<file path="src/rtl/fetch_stage.sv">
// Instruction fetch stage: issues predictor npc to instruction memory, tracks in-order
// outstanding requests in a circular buffer and hands {pc, inst} pairs to DECODE.
module fetch_stage #(
   parameter int unsigned DEPTH    = 2,
   parameter logic [31:0] NOP_WORD = 32'h0000_0000
) (
   input  logic        clk,
   input  logic        rst,
   input  logic [31:0] npc,
   input  logic        br_late_done,
   output logic        imem_req,
   output logic [31:0] imem_addr,
   input  logic        imem_gnt,
   input  logic        imem_rvalid,
   input  logic [31:0] imem_rdata,
   output logic        dec_valid,
   output logic [31:0] dec_pc,
   output logic [31:0] dec_inst,
   input  logic        dec_ready,
   output logic        fetch_stall,
   output logic [31:0] inst_feedback
);

   localparam int unsigned PW = $clog2(DEPTH);
   localparam int unsigned CW = $clog2(DEPTH + 1);
   localparam logic [CW:0] DEPTH_C = (CW + 1)'(DEPTH);

   logic [31:0]      pc_p0   [DEPTH];
   logic [31:0]      inst_p0 [DEPTH];
   logic [DEPTH-1:0] filled_p0;
   logic [PW-1:0]    alloc_p0;
   logic [PW-1:0]    fill_p0;
   logic [PW-1:0]    head_p0;
   logic [CW-1:0]    occ_p0;
   logic [CW-1:0]    drop_p0;
   logic [CW-1:0]    pend_p0;
   logic             rst_released_p0;

   logic             grant;
   logic             resp;
   logic             take;
   logic             pop;
   logic [CW:0]      inflight;
   logic [CW:0]      squash;
   logic [PW-1:0]    wr_idx;

   // pend_p0 counts allocated-but-unfilled entries; squashed work moves into drop on a flush
   assign inflight    = {1'b0, occ_p0} + {1'b0, drop_p0};
   assign imem_req    = rst_released_p0 & (inflight < DEPTH_C);
   assign grant       = imem_req & imem_gnt;
   assign fetch_stall = ~grant;
   assign imem_addr   = npc;

   assign resp   = rst_released_p0 & imem_rvalid;
   assign take   = resp & (drop_p0 == '0) & ~br_late_done;
   assign squash = {1'b0, drop_p0} + {1'b0, pend_p0} - {{CW{1'b0}}, resp};
   assign wr_idx = br_late_done ? '0 : alloc_p0;

   assign dec_valid     = (occ_p0 != '0) & filled_p0[head_p0];
   assign pop           = dec_valid & dec_ready & ~br_late_done;
   assign dec_pc        = dec_valid ? pc_p0[head_p0] : '0;
   assign dec_inst      = dec_valid ? inst_p0[head_p0] : NOP_WORD;
   assign inst_feedback = dec_inst;

   always_ff @(posedge clk or negedge rst) begin
      if (!rst) begin
         rst_released_p0 <= 1'b0;
         alloc_p0        <= '0;
         fill_p0         <= '0;
         head_p0         <= '0;
         occ_p0          <= '0;
         drop_p0         <= '0;
         pend_p0         <= '0;
         filled_p0       <= '0;
      end else begin
         rst_released_p0 <= 1'b1;
         if (br_late_done) begin
            // a grant in the flush cycle is the redirect fetch and lands in entry 0
            head_p0   <= '0;
            fill_p0   <= '0;
            alloc_p0  <= grant ? PW'(1) : '0;
            occ_p0    <= grant ? CW'(1) : '0;
            pend_p0   <= grant ? CW'(1) : '0;
            drop_p0   <= squash[CW-1:0];
            filled_p0 <= '0;
         end else begin
            if (grant) begin
               alloc_p0            <= alloc_p0 + PW'(1);
               filled_p0[alloc_p0] <= 1'b0;
            end
            if (take) begin
               fill_p0            <= fill_p0 + PW'(1);
               filled_p0[fill_p0] <= 1'b1;
            end
            if (pop) head_p0 <= head_p0 + PW'(1);
            if (resp && (drop_p0 != '0)) drop_p0 <= drop_p0 - CW'(1);
            occ_p0  <= occ_p0 + CW'(grant) - CW'(pop);
            pend_p0 <= pend_p0 + CW'(grant) - CW'(take);
         end
      end
   end

   // buffer payload carries no reset; dec_* outputs are gated by dec_valid
   always_ff @(posedge clk) begin
      if (grant) pc_p0[wr_idx]    <= npc;
      if (take)  inst_p0[fill_p0] <= imem_rdata;
   end

endmodule

</file>
<file path="config.mk">
export PLATFORM = sky130hd
export DESIGN_NAME = fetch_stage
export DESIGN_NICKNAME = d
export VERILOG_FILES = /design/src/rtl/fetch_stage.sv
export SDC_FILE = /design/constraint.sdc
export NUM_CORES = 1
export LEC_CHECK = 0
export CORE_MARGIN = 2
export CORE_UTILIZATION = 40
export CTS_CLUSTER_SIZE = 20
export DETAILED_ROUTE_END_ITERATION = 12
export GPL_TIMING_DRIVEN = 0
export MAX_ROUTING_LAYER = met4
export PLACE_DENSITY = 0.84
export SLEW_MARGIN = 20
export SYNTH_ARGS = -nofsm -noshare
export SYNTH_HDL_FRONTEND = slang
export SYNTH_SLANG_ARGS = --single-unit
</file>
<file path="constraint.sdc">
create_clock -name clk -period 3.7 [get_ports clk]
set_clock_uncertainty 0.15 [all_clocks]
set_input_delay 0.555 -clock clk [delete_from_list [all_inputs] [get_ports clk]]
set_output_delay 0.555 -clock clk [all_outputs]
set_load 0.01 [all_outputs]
</file>
==> flow_summary.toml <==
[timing]
final-hold-violation-count = 0
fin_crit_sh_pct = 90.22
fmax_mhz = 299.6
setup_violations = 0
grt_setup_unrepaired = "false"
drv_slew = 0
holdWs_ns = 0.3642
worst_pin_slew_ns = 0.5748
maxSlewHeadroom_pct = 61.56
worst_slack_ns = 0.3619
timing.setup.tns_ns = 0
finalCriticalPeriod_ns = 3.338

[global_route]
grt_usage_pct = 16.61
antenna_found_initial = 0
grt_pass1_wl_mm = 19.89
grt_pass1_vias = 3948
grt_max_degree = 28
overflow = 0

[finish]
syn_to_final_growth_pct = 48.91
layout_common_cells = "200 x clkdlybuf4s50_1, 128 x edfxtp_1, 68 x buf_4, 68 x nor2_1, 66 x mux2i_1"
final_common_cell = "clkdlybuf4s50_1"
seqCellArea_um2 = 4144
drive_above_1_share_pct = 18.64
fillers = 1109
antenna_cells = 0
nNetsFinal = 714
multi_input_area_um2 = 1309

[detailed_routing]
viasPerCell = 4.602
drcViolationCount = 0
dr.pass1.iters = 4
drt_iter0_markers = 161
vias = 3852
drtAntennaViolNets = 0
routedWlPerCell_um = 15.25
drt-total-wl_mm = 12.76

[power]
power_density_nw_per_um2 = 484.8
power.leakage_nw = 3.239
clkPwrFrac_pct = 39.4
p_int_mw = 3.386
finalPower_mw = 4.380
seqPwrFrac_pct = 44.3
combPwrFrac_pct = 16.3
switching_power_mw = 0.9946
vdd_drop_max_uv = 276.1
sw_frac_of_total_pct = 22.71

[setup_path]
endpoint_kind = "output pin"
cp_max_fo = 5
crit_type = "flip-flop to output pin"
crit_chain = "and2_1, fa_1, and4bb_2, inv_1, clkdlybuf4s50_1"
startpoint_type = "flip-flop"
cp.required_ns = 2.99
slowest_stage = "clkdlybuf4s50_1"
cp_top_family = "buffers and inverters"
path_buf_inv = 2
rrSetupSlack_ns = 0.98
critPathMaxStageDelay_ns = 0.60
crit_arrival_ns = 2.63

[yosys]
ys_seq_area_share_pct = 68.29
synth_top_area_share_pct = 63.34
ys_warn_count = 0
yosysUniqueCellTypes = 30
synth_area_per_cell_um2 = 14.76
synth_area_um2 = 6068
yosys-top-cells-area = "edfxtp_1 63%, mux2i_1 11%, buf_4 8.0%, dfrtp_1 4.9%, nor2_1 4.3%"
synth.net_count = 489
synth_seq_cells = 140
yosysTopAreaCell = "edfxtp_1"
netlist_instances = 411

[floorplan]
start_util_pct = 40.37
coreArea_um2 = 15030
die_w_um = 127.2
num_rows = 45
design.die.area_um2 = 16170
io_pins = 201
fp.dieH_um = 127.2

[cts]
clk_path_buf_depth = 2
cts_resized = 0
tritoncts = "yes"
clkTransAtPathRegs_ns = 0.06
ctsHoldBuffers = 0
cts_buffers = 17
h-tree-depth = 4
cts_root_buf = "clkbuf_16"
post_cts_buffers = 0
clock-sinks = 140
clock_latency_ns = 0.41

[place]
post-dp-hpwl_mm = 9.446
post-place-ws_ns = 0.7737
gp_congestion = 0.8175
portBuffers = 200

[hold_path]
hold_class = "input pin to asynchronous set/reset pin"

[run_status]
outcome = "completed"

[job]
maxCapViolCount = 0
worst paths after layout:
path	cells past startpoint	from	to
worst min-delay path	1	rst	rst_released_p0$_DFF_PN0_
min in group clk	1	filled_p0[0]$_DFF_PN0_	filled_p0[0]$_DFF_PN0_
max in group asynchronous	1	rst	filled_p0[1]$_DFF_PN0_
worst max register to register	6	occ_p0[0]$_DFF_PN0_	pc_p0[0][23]$_DFFE_PP_
worst max-delay path	5	occ_p0[0]$_DFF_PN0_	fetch_stall
worst min register to register	1	filled_p0[0]$_DFF_PN0_	filled_p0[0]$_DFF_PN0_
synth_stat cells:
library cell	n
a21oi_1	2
a31o_2	1
a32o_1	1
and2_1	3
and4bb_2	1
buf_2	8
buf_4	65
buf_6	6
clkbuf_1	1
conb_1	1
dfrtp_1	12
edfxtp_1	128
fa_1	1
ha_1	7
inv_1	10
inv_2	1
mux2_2	1
mux2i_1	66
nand2_1	4
nand2b_1	1
nand3_1	1
nand3b_1	1
nor2_1	69
nor3_1	2
nor3b_1	1
o21ai_0	5
o21bai_2	1
or3_1	1
xnor2_1	6
xor2_1	4
state kept, by name, indices dropped and copies added, names as in the netlist:
signal and flops:
occ_p0 2, pend_p0 2, drop_p0 2, inst_p0 64
filled_p0 2, pc_p0 64, head_p0 1, alloc_p0 1
rst_released_p0 1, fill_p0 1
worst register-to-register path, delay by kind of cell (launching register included):
kind / cells / cell delay [ns]
AND/OR/NAND/NOR: 2 / 0.57
adder cells (fa/ha/maj): 1 / 0.46
AO/OA/AOI/OAI: 1 / 0.42
buffers and inverters: 2 / 0.41
flip-flops: 1 / 0.41
kinds of logic (layout without fill, tap and decap cells):
kind of cell / after synthesis / after routing / synth area share, %
buffers and inverters: 91 / 329 / 10.56
other: 1 / 1 / 0.06180
XOR/XNOR: 10 / 10 / 1.443
AND/OR/NAND/NOR: 84 / 84 / 5.732
AO/OA/AOI/OAI: 10 / 10 / 1.072
adder cells (fa/ha/maj): 8 / 8 / 1.773
multiplexers: 67 / 67 / 11.07
flip-flops: 140 / 140 / 68.29
routing by layer:
metal,GRT usage [%],share of wire [%],vias up
met1,19.62,43,1828
met5,-,0,-
met2,27.99,50,164
met4,6.593,1.7,0
li1,-,-,1840
met3,3.518,5.2,20
through the flow:
step	util (%)	area [um^2]	std cells
6_report	60.11	9036	837
3_5_place_dp	56.06	8428	805
2_1_floorplan	-	6068	411
4_1_cts	60.11	9036	837
5_1_grt	60.11	9036	837
3_3_place_gp	55.25	8305	799
power by group through the flow:
stage | clock (mW) | sequential, mW | combinational (mW)
after global routing | 1.85 | 1.95 | 0.776
after CTS | 1.78 | 1.94 | 0.721
after detailed placement | 0 | 1.97 | 0.715
after global placement | 0 | 1.97 | 0.650
final | 1.73 | 1.94 | 0.713
after floorplan | 0 | 1.96 | 0.378
area by class of cell:
type                    count  area share, %
clock inverters            11          1.855
well taps                 188          2.603
inverters                  11         0.4569
repair buffers            206          23.23
multi-input cells         180          14.48
flip-flops and latches    140          45.86
clock buffers              21          4.874
plain buffers              80          6.633
No activity file was read; power rests on OpenSTA's default activity.
